### src/rtl/card_shoe.sv
// Single-deck card shoe: builds a 52-card deck, shuffles it in place with a
// free-running Galois LFSR (masked-rejection Fisher-Yates) and deals one card per request.
module card_shoe #(
   parameter int          NUM_CARDS = 52,
   parameter logic [15:0] LFSR_SEED = 16'hACE1
) (
   input  logic       i_clk,
   input  logic       i_reset,
   input  logic       i_shuffle,
   input  logic       i_drawReq,
   output logic [5:0] o_card,
   output logic       o_cardValid,
   output logic       o_ready,
   output logic       o_empty,
   output logic [5:0] o_cardsLeft
);

   localparam logic [5:0]  LAST_IDX = 6'(NUM_CARDS - 1);
   localparam logic [5:0]  FULL_CNT = 6'(NUM_CARDS);
   localparam logic [15:0] SEED     = (LFSR_SEED == 16'h0000) ? 16'h0001 : LFSR_SEED;
   localparam logic [15:0] TAPS     = 16'hB400;

   localparam logic [1:0] S_INIT    = 2'd0;
   localparam logic [1:0] S_SHUFFLE = 2'd1;
   localparam logic [1:0] S_READY   = 2'd2;
   localparam logic [1:0] S_EMPTY   = 2'd3;

   logic [5:0]  r_deck [0:NUM_CARDS-1];
   logic [1:0]  r_state;
   logic [5:0]  r_idx;
   logic [5:0]  r_top;
   logic [3:0]  r_rank;
   logic [1:0]  r_suit;
   logic [15:0] r_lfsr;
   logic [5:0]  r_card;
   logic        r_cardValid;
   logic [5:0]  r_cardsLeft;

   logic [5:0]  w_mask;
   logic [5:0]  w_j;
   logic        w_accept;

   // Smallest all-ones value covering v, i.e. 2^ceil(log2(v+1)) - 1.
   function automatic logic [5:0] cover_mask(input logic [5:0] v);
      return v | (v >> 1) | (v >> 2) | (v >> 3) | (v >> 4) | (v >> 5);
   endfunction

   assign w_mask   = cover_mask(r_idx);
   assign w_j      = r_lfsr[5:0] & w_mask;
   assign w_accept = (w_j <= r_idx);

   always_ff @(posedge i_clk) begin
      if (i_reset) begin
         r_state     <= S_INIT;
         r_idx       <= 6'd0;
         r_top       <= 6'd0;
         r_rank      <= 4'd1;
         r_suit      <= 2'd0;
         r_lfsr      <= SEED;
         r_card      <= 6'd0;
         r_cardValid <= 1'b0;
         r_cardsLeft <= 6'd0;
      end else begin
         r_lfsr      <= {1'b0, r_lfsr[15:1]} ^ (r_lfsr[0] ? TAPS : 16'h0000);
         r_cardValid <= 1'b0;
         case (r_state)
            S_INIT: begin
               r_deck[r_idx] <= {r_suit, r_rank};
               if (r_rank == 4'd13) begin
                  r_rank <= 4'd1;
                  r_suit <= r_suit + 2'd1;
               end else begin
                  r_rank <= r_rank + 4'd1;
               end
               if (r_idx == LAST_IDX) r_state <= S_SHUFFLE;
               else                   r_idx   <= r_idx + 6'd1;
            end
            S_SHUFFLE: begin
               // Out-of-range j is rejected; retry with next cycle's LFSR value.
               if (w_accept) begin
                  r_deck[r_idx] <= r_deck[w_j];
                  r_deck[w_j]   <= r_deck[r_idx];
                  r_idx         <= r_idx - 6'd1;
                  if (r_idx == 6'd1) begin
                     r_state     <= S_READY;
                     r_top       <= 6'd0;
                     r_cardsLeft <= FULL_CNT;
                  end
               end
            end
            S_READY: begin
               if (i_shuffle) begin
                  r_state     <= S_SHUFFLE;
                  r_idx       <= LAST_IDX;
                  r_cardsLeft <= 6'd0;
               end else if (i_drawReq && (r_cardsLeft != 6'd0)) begin
                  r_card      <= r_deck[r_top];
                  r_cardValid <= 1'b1;
                  r_top       <= r_top + 6'd1;
                  r_cardsLeft <= r_cardsLeft - 6'd1;
                  if (r_cardsLeft == 6'd1) r_state <= S_EMPTY;
               end
            end
            S_EMPTY: begin
               if (i_shuffle) begin
                  r_state     <= S_SHUFFLE;
                  r_idx       <= LAST_IDX;
                  r_cardsLeft <= 6'd0;
               end
            end
            default: r_state <= S_INIT;
         endcase
      end
   end

   assign o_card      = r_card;
   assign o_cardValid = r_cardValid;
   assign o_ready     = (r_state == S_READY);
   assign o_empty     = (r_state == S_EMPTY);
   assign o_cardsLeft = r_cardsLeft;

endmodule

### config.mk
export PLATFORM = sky130hd
export DESIGN_NAME = card_shoe
export DESIGN_NICKNAME = d
export VERILOG_FILES = /design/src/rtl/card_shoe.sv
export SDC_FILE = /design/constraint.sdc
export NUM_CORES = 1
export LEC_CHECK = 0
export CORE_AREA = 3 3 248 250
export CTS_BUF_LIST = sky130_fd_sc_hd__clkbuf_2
export CTS_CLUSTER_SIZE = 20
export DETAILED_ROUTE_END_ITERATION = 8
export DIE_AREA = 0 0 251 253
export SYNTH_ARGS = -nofsm -noshare
export SYNTH_HDL_FRONTEND = slang
export SYNTH_SLANG_ARGS = --single-unit
### constraint.sdc
create_clock -name i_clk -period 5.2 [get_ports i_clk]
set_clock_uncertainty 0.2 [all_clocks]
set_input_delay 0.78 -clock i_clk [delete_from_list [all_inputs] [get_ports i_clk]]
set_output_delay 0.78 -clock i_clk [all_outputs]
set_load 0.05 [all_outputs]
==> results of run 1 <==
## synth_stat cells, types with 6 or more instances
library cell / count
sky130_fd_sc_hd__mux2i_1: 296
sky130_fd_sc_hd__mux4_2: 172
sky130_fd_sc_hd__inv_1: 18
sky130_fd_sc_hd__nor3_1: 15
sky130_fd_sc_hd__or2_2: 10
sky130_fd_sc_hd__clkbuf_1: 124
sky130_fd_sc_hd__edfxtp_1: 312
sky130_fd_sc_hd__nor2_1: 90
sky130_fd_sc_hd__nand2_1: 294
sky130_fd_sc_hd__a31oi_1: 11
sky130_fd_sc_hd__or3_1: 6
sky130_fd_sc_hd__nand4_1: 12
sky130_fd_sc_hd__a21oi_1: 65
sky130_fd_sc_hd__nor2b_1: 10
sky130_fd_sc_hd__o221ai_1: 40
sky130_fd_sc_hd__nand3_1: 51
sky130_fd_sc_hd__nand2b_1: 9
sky130_fd_sc_hd__ha_1: 17
sky130_fd_sc_hd__buf_6: 10
sky130_fd_sc_hd__a211oi_1: 6
sky130_fd_sc_hd__buf_1: 18
sky130_fd_sc_hd__dfxtp_1: 55
sky130_fd_sc_hd__o22ai_1: 94
sky130_fd_sc_hd__o21ai_1: 57
sky130_fd_sc_hd__buf_2: 30
sky130_fd_sc_hd__o21ai_0: 138
sky130_fd_sc_hd__o32ai_1: 6
sky130_fd_sc_hd__xnor2_1: 6
## state kept, by name, indices dropped and copies added, names as in the netlist, named ones only
register and flops:
r_lfsr 16, r_top 6, r_idx 6, r_suit 2, o_cardsLeft 6, o_card 6
r_deck 312, r_rank 4, o_cardValid 1, r_state 2
## worst register-to-register path, cell delays in order, from the launching register on
cell,delay (ns)
sky130_fd_sc_hd__dfxtp_1,0.46
sky130_fd_sc_hd__nor4_2,0.49
sky130_fd_sc_hd__a21oi_4,0.13
sky130_fd_sc_hd__inv_4,0.28
sky130_fd_sc_hd__buf_4,0.46
sky130_fd_sc_hd__mux2i_1,0.32
sky130_fd_sc_hd__o22ai_1,0.11
sky130_fd_sc_hd__o21ai_0,0.53
sky130_fd_sc_hd__nand3_1,0.30
sky130_fd_sc_hd__o22ai_4,0.77
sky130_fd_sc_hd__buf_4,0.39
sky130_fd_sc_hd__o21ai_0,0.14
## cell type report
cell class / instances / share of cell area (%)
clock buffer: 132 / 2.52
antenna: 5 / 0.0477
timing repair buffer: 141 / 4.73
sequential: 367 / 39.9
tap: 773 / 3.68
inverter: 22 / 0.334
clock inverter: 44 / 1.11
multi-input combinational: 1498 / 47.7
## where the power goes
part | switching [mW] | internal (mW) | total, mW
combinational | 1.96 | 1.00 | 2.96
clock | 1.34 | 0.900 | 2.24
sequential | 0.105 | 3.35 | 3.46
total | 3.41 | 5.26 | 8.66
## worst max path at each step
stage               cells past startpoint       endpoint  slack (ns)  startpoint
global route                           14  r_deck[29][1]        0.16    r_idx[4]
global placement                       14   r_deck[0][1]        0.63    r_idx[4]
CTS                                    11  r_deck[23][1]        0.47    r_idx[2]
detailed placement                     11   r_deck[5][1]        0.57    r_idx[2]
finish                                 11  r_deck[23][1]        0.29    r_idx[2]
floorplan                              17  r_deck[41][0]        0.47    r_idx[0]
## stage by stage
step | util [%] | worst slack (ns) | area [um^2]
6_report | 44.3 | 0.292 | 26300
3_5_place_dp | 42.7 | 0.572 | 25300
3_3_place_gp | 42.7 | 0.634 | 25300
4_1_cts | 44.3 | 0.473 | 26200
5_1_grt | 44.3 | 0.163 | 26200
2_1_floorplan | - | 0.466 | 23800
## per-layer routing
layer	up-vias	routed length (um)	global-route usage, %
li1	8312	-	-
met1	9890	36000	39.3
met2	1625	41000	44.0
met3	363	11900	7.98
met4	4	6260	17.5
met5	-	25	0
## kinds of logic (layout without fill, tap and decap cells)
group,count (synthesis),count (layout)
muxes,472,472
DFF,367,367
and+or+nand+nor,530,530
xor gates and xnor gates,11,11
AOI/OAI and AO/OA,468,468
other,0,5
adders and majority gates,17,17
buffers and inverters,211,339
==> results list, run 1 <==
- Clock Pin Slew Worst Setup and Hold Paths: between 0.1 and 0.15 ns
- Post-synthesis share of cell area spent on and, or, nand and nor gates: 9.73%
- Initial DRC count: a little under 3000
- Crit path required time: ~5.8 ns
* Number of fill cells in the layout: roughly 5500
- H-tree level count: 3
* Post-Synthesis Mean Instance Area: about 11 um^2
* Multi-input gate area: around 0.013 mm^2
- Slowest cell on crit path: sky130_fd_sc_hd__o22ai_4
* Wire length reported by the detailed router: 95.1 mm
* Post-Syn Instances: between 2000 and 2500
- DPL Wire Length: 66.1 mm
- Number of enable flip-flop cells after synthesis: ~310
- Synth Register Bits: 367
* Overall track demand over capacity in global routing: between 20% and 30%
- Vertical extent of the die: about 250 um
- The core region is ~0.059 mm^2.
* Commonest cells after routing, fill and taps aside: sky130_fd_sc_hd__edfxtp_1, sky130_fd_sc_hd__mux2i_1, sky130_fd_sc_hd__nand2_1
- RSZ-0062 raised after global routing: false
- Overall die area: ~0.064 mm^2
* Minimum clock period after layout: just under 5 ns
- Insertion delay of the later-clocked pin in the worst-skew pair: roughly 1.2 ns
* Die span in x: ~250 um
* Flop2flop setup slack: between 0.2 and 0.3 ns
- Portion of the clock cycle consumed by the worst path in the final layout: between 90% and 100%
- The number of different library cells used by synthesis comes to 70.
* Worst Hold Slack: around 0.19 ns
- Synthesis produced a netlist with a net count of 2097.
* Vias per inst: 6.77
* Critical R2R Launch: r_idx[2]
* Largest net degree at the start of global routing: 50
* Number of placed instances, taps included: approximately 2800
- In the final layout, the share of cells above drive strength 1 is ~22%.
- Final count of negative-setup-slack endpoints: 0
* Multiplexer share of the synthesized area: between 20% and 30%
- Total of cells resized after clock tree synthesis: 0
* Part of the Yosys area used for sequential elements: around 44%
* Source of the worst hold timing path: i_drawReq
* Number of I/O port buffers: 18
- In this run the worst hold path is classified as in -> reg.
* Area fraction in compound gates after synthesis: 12.1%
- Cell area after technology mapping: roughly 0.024 mm^2
* Grt ovf: 0
- Upper clock frequency limit: a little over 200 MHz
- Worst vdd ir: ~0.00015 V
* Count of pins over their slew limit: 0
- After routing, the total negative slack on setup checks comes to 0 ns.
* Remaining max-slew budget at the tightest pin: between 10% and 20%
- Final antenna-violating net count: 0
- Counting cells, the worst reg-to-reg path comes to 11.
* Most common cell after layout, fill and taps aside: sky130_fd_sc_hd__edfxtp_1
- Endpoint of the worst hold path: o_card[4]
- The area growth from synthesis to layout is 10.5%.
- At the end of routability-driven placement, the weighted congestion stood at around 1.
- Critical Path Max Stage Delay: 0.77 ns
- Via count of the first global-routing pass: slightly below 20000
- Across all layers, the routed design uses around 20000 vias.
- The worst setup path is captured at a flop.
- Maximum net fanout on the critical path: 23
- Root Buffer Master: sky130_fd_sc_hd__clkbuf_2
- The synthesized design spends more area on one cell type than any other, namely sky130_fd_sc_hd__edfxtp_1.
- For this run, the post-layout net count is 2150.
- Number of clock buffers inserted by TritonCTS: 99
- Number of endpoints with negative hold slack in the final report: 0
- Worst hold path depth: 5
- Antenna violations before repair: 9
- TritonCTS built the clock tree.
- The initialized floorplan defines between 80 and 90 standard-cell rows.
* Leakage power: 8.21 nW
- In the post-synthesis netlist, the biggest area contributors are sky130_fd_sc_hd__edfxtp_1, sky130_fd_sc_hd__mux4_2, sky130_fd_sc_hd__mux2i_1.
* P per Cell Area: 330 mW/mm^2
- Xor and xnor fraction of the mapped netlist area: less than 1%
- Buffering stage count on the worst path with inverters included: 3
- Finished Layout Cells: 2982
- The first global-routing pass estimated roughly 140 mm of wire.
- Arr. time, crit path: ~5.5 ns
* CP Class: reg -> reg
- The initial utilization of the core area, before any placement, comes to about two fifths.
- For the pin with the worst max-slew slack, the measured transition is around 1.3 ns.
* Initial DRT Pass Iterations: 6
- Worst setup SP type: flop
- Remaining design rule violation count: 0
* Setup repair bufs after CTS: 0
* Detailed-route wire length per cell: between 30 and 40 um
* Sinks on Clock Net: between 300 and 400
- Counting along the longest clock path gives a buffer depth of 3.
* I/O pin count: 19
- Across the whole layout, storage elements account for between 0.01 and 0.015 mm^2.
- Dominant combinational cell family by area after synthesis: multiplexers
- Hold repair after CTS inserted 0 buffers.
- Reg2reg end: r_deck[23][1]
* Portion of synthesized cell area occupied by the leading cell type: between 30% and 40%
* Total power consumption of the routed design: slightly below 9 mW
- The most used flip-flop cell after synthesis is sky130_fd_sc_hd__edfxtp_1.
- In the synthesized netlist the async set-or-reset flop fraction comes to 0%.
- Across the run, the number of max-cap violations was 0.
- Summing the areas of all fa, ha and maj instances in the mapped netlist gives less than 1% of the synthesized area.
- Walking the worst path, the cells encountered are nor4_2, a21oi_4, inv_4, buf_4, mux2i_1, o22ai_1, o21ai_0, nand3_1, o22ai_4, buf_4, o21ai_0.
- Delay-heaviest family, CP: compound AO/OA/AOI/OAI gates
- The Yosys step of the flow raised 0 warnings.
- The flow ran to the end, and the final reports show no timing, DRC or antenna violations.
Power figures use the tool's default switching activity.
==> run 2: changes to the inputs <==
- CORE_AREA: 3 3 248 250 -> 3 3 265 267
- DIE_AREA: 0 0 251 253 -> 0 0 268 270
- SKIP_LAST_GASP: default -> 1
==> results list, run 2 (synthesized netlist as in run 1, its figures left out) <==
* Overall track demand over capacity in global routing: 26.2% (was 29.7%)
* Die span in x: 268 um (was 251 um)
- Number of endpoints with negative hold slack in the final report: 0 (unchanged)
- Detailed-route wire length per cell: 31.2 um (was 31.9 um)
- The register containing the most flip-flops in the final layout was r_deck (unchanged).
- The remaining design rule violation count is 0 (unchanged).
* Count of pins over their slew limit: 0 (unchanged)
* Crit path required time: 5.69 ns (was 5.82 ns)
- Slew @ Worst Pin: 1.17 ns (was 1.30 ns)
* I/O pin count: 19 (unchanged)
- Worst setup SP type: flop (unchanged)
- Area growth, synth to finish: 10.6% (was 10.5%)
* Antenna violations before repair: 7 (was 9)
- The number of global-route vias before repair was 19300 (about the same).
- Buffering stage count on the worst path with inverters included: 2 (was 3)
- P per Cell Area: 327 mW/mm^2 (was 330 mW/mm^2)
- Grt ovf: 0 (unchanged)
* Worst Hold Slack: 0.154 ns (was 0.192 ns)
* Overall die area: 0.0724 mm^2 (was 0.0635 mm^2)
- The first-pass iteration count of the detailed router is 9 (was 6).
* Minimum clock period after layout: 4.91 ns (about the same)
* Critical R2R Launch: r_idx[5] (was r_idx[2])
- Worst setup path start: r_idx[5] (was r_idx[2])
- The post-detailed-routing wire length came to 96.2 mm (was 95.1 mm).
- Total of cells resized after clock tree synthesis: 0 (unchanged)
- Clock Pin Slew Worst Setup and Hold Paths: 0.11 ns (about the same)
* Critical path cell sequence: or3_4, o21ai_4, inv_4, ha_1, nand3_1, o221ai_1, nand2_1, nand2_1, a21oi_1, buf_4, nand4_1, o22ai_1 (was nor4_2, a21oi_4, inv_4, buf_4, mux2i_1, o22ai_1, o21ai_0, nand3_1, o22ai_4, buf_4, o21ai_0)
- Final count of negative-setup-slack endpoints: 0 (unchanged)
* Setup repair bufs after CTS: 0 (unchanged)
* H-tree level count: 3 (unchanged)
- Number of I/O port buffers: 18 (unchanged)
- Row cnt: 96 (was 89)
* Initial cell density of the core: 34.8% (was 40.1%)
* Sinks on Clock Net: 367 (unchanged)
* Most common cell after layout, fill and taps aside: sky130_fd_sc_hd__edfxtp_1 (unchanged)
* Arr. time, crit path: 5.40 ns (was 5.53 ns)
* Run status: completed (unchanged)
* Final antenna-violating net count: 0 (unchanged)
- Routability cong.: 0.997 (about the same)
- The maximum clock frequency came to 203 MHz (was 204 MHz).
* Fraction of final layout cells sized beyond drive strength 1: 22.2% (was 22.4%)
* Critical Path Max Stage Delay: 1.09 ns (was 0.77 ns)
- Detailed-route via count: 20100 (was 20200)
- The number of hold buffers added after CTS is 0 (unchanged).
* Flop2flop setup slack: 0.29 ns (about the same)
- The buffer depth of the longest clock path was 3 (unchanged).
- Remaining max-slew budget at the tightest pin: 22.3% (was 12.9%)
- Root Buffer Master: sky130_fd_sc_hd__clkbuf_2 (unchanged)
- The standby leakage power is 8.16 nW (was 8.21 nW).
- The kind of cell with the highest combined delay on the critical path is compound AO/OA/AOI/OAI gates (unchanged).
- The maximum number of pins on one net before global-route repair came to 91 (was 50).
* Slowest cell on crit path: sky130_fd_sc_hd__o22ai_1 (was sky130_fd_sc_hd__o22ai_4)
- The later-pin clock latency in the skew report is 1.18 ns (was 1.19 ns).
- The worst hold path class is reg -> reg (was in -> reg).
- Number of nets in the final layout: 2141 (was 2150)
- The height of the chip was 270 um (was 253 um).
- Portion of the clock cycle consumed by the worst path in the final layout: 94.5% (was 94.4%)
- The most numerous cell type found on the critical path is sky130_fd_sc_hd__nand2_1.
- CP Class: reg -> reg (unchanged)
- The peak ir drop on the vdd network was 0.000203 V (was 0.000150 V).
* Number of flip-flops in the largest register: 312 (unchanged)
- The HPWL after detailed placement came to 66.3 mm (was 66.1 mm).
- The count of fill cells added during filler insertion was 6569 (was 5513).
- The endpoint class of the critical path was a flop (unchanged).
- Commonest cells after routing, fill and taps aside: sky130_fd_sc_hd__edfxtp_1, sky130_fd_sc_hd__mux2i_1, sky130_fd_sc_hd__nand2_1 (unchanged)
- Largest registers: r_deck: 312 flops, r_lfsr: 16 flops (unchanged).
* Max-capacitance violation count: 0 (unchanged)
* Number of clock buffers inserted by TritonCTS: 100 (was 99)
- The startpoint of the tightest hold check path is r_lfsr[12] (was i_drawReq).
- Maximum net fanout on the critical path: 16 (was 23)
- The number of vias per cell is 6.54 (was 6.77).
- Initial DRC count: 3172 (was 2924)
* RSZ-0062 raised after global routing: false (unchanged)
- The clock tree from TritonCTS is yes (unchanged).
- The area of the placeable core came to 0.0683 mm^2 (was 0.0592 mm^2).
* Final total negative setup slack: 0 ns (unchanged)
- The wire length of the first global-routing pass is 137 mm (about the same).
## run 2: cell count changes in the layout (fill, tap and decap cells not counted)
cell | previous run | this run
sky130_fd_sc_hd__inv_2 | 1 | 0
sky130_fd_sc_hd__buf_12 | 11 | 12
sky130_fd_sc_hd__inv_6 | 0 | 1
sky130_fd_sc_hd__clkinv_2 | 10 | 7
sky130_fd_sc_hd__clkinv_1 | 29 | 27
sky130_fd_sc_hd__nand2b_1 | 8 | 9
sky130_fd_sc_hd__buf_4 | 112 | 101
sky130_fd_sc_hd__nand2b_2 | 1 | 0
sky130_fd_sc_hd__bufinv_16 | 4 | 2
sky130_fd_sc_hd__diode_2 | 5 | 2
sky130_fd_sc_hd__clkbuf_2 | 132 | 139
sky130_fd_sc_hd__clkinv_4 | 0 | 2
## run 2: area by class of cell
cell class	count	area, um^2	share of cell area [%]
Antenna cell	2	5.00	0.0190
Clock buffer	139	696	2.65
Clock inverter	39	230	0.875
Inverter	22	87.6	0.333
Multi-Input combinational cell	1498	12500	47.6
Sequential cell	367	10500	39.9
Tap cell	882	1100	4.20
Timing Repair Buffer	131	1180	4.48
## run 2: worst reg2reg max path: cells and delay by family, from the launching register on
family	cells	cell delay (ns)
buffers and inverters	2	0.26
and+or+nand+nor	5	1.33
adders and majority gates	1	0.27
DFF	1	0.53
AOI/OAI and AO/OA	4	1.85
## run 2: through the flow
step	cells	power [mW]	cell area, um^2	utilization, %	setup slack, ns
after floorplan	2076	5.26	23800	-	0.466
after global placement	2900	6.37	25400	37.1	0.553
after detailed placement	2900	6.41	25400	37.1	0.633
after CTS	3078	8.56	26300	38.5	0.492
after global routing	3079	8.88	26300	38.5	0.186
final	3080	8.60	26300	38.5	0.286
## run 2: metal layers
layer  vias to the layer above  share of wire, %  track usage, %
li1                       8272                 -               -
met1                      9894                38            34.8
met2                      1678                43            38.7
met5                         -             0.056               0
met3                       282                13            7.35
met4                         8               5.8            14.3
## run 2: path summary, 6_finish.rpt
path         depth (start not counted)       endpoint
min reg2reg                          1     r_lfsr[11]
max                                 12  r_deck[42][2]
max reg2reg                         12  r_deck[42][2]
min                                  1     r_lfsr[11]
## run 2: power by group
part           switching [mW]  total, mW  internal, mW
clock                    1.33       2.17         0.837
sequential              0.129       3.48          3.35
combinational            1.96       2.94         0.984
total                    3.42       8.60          5.18
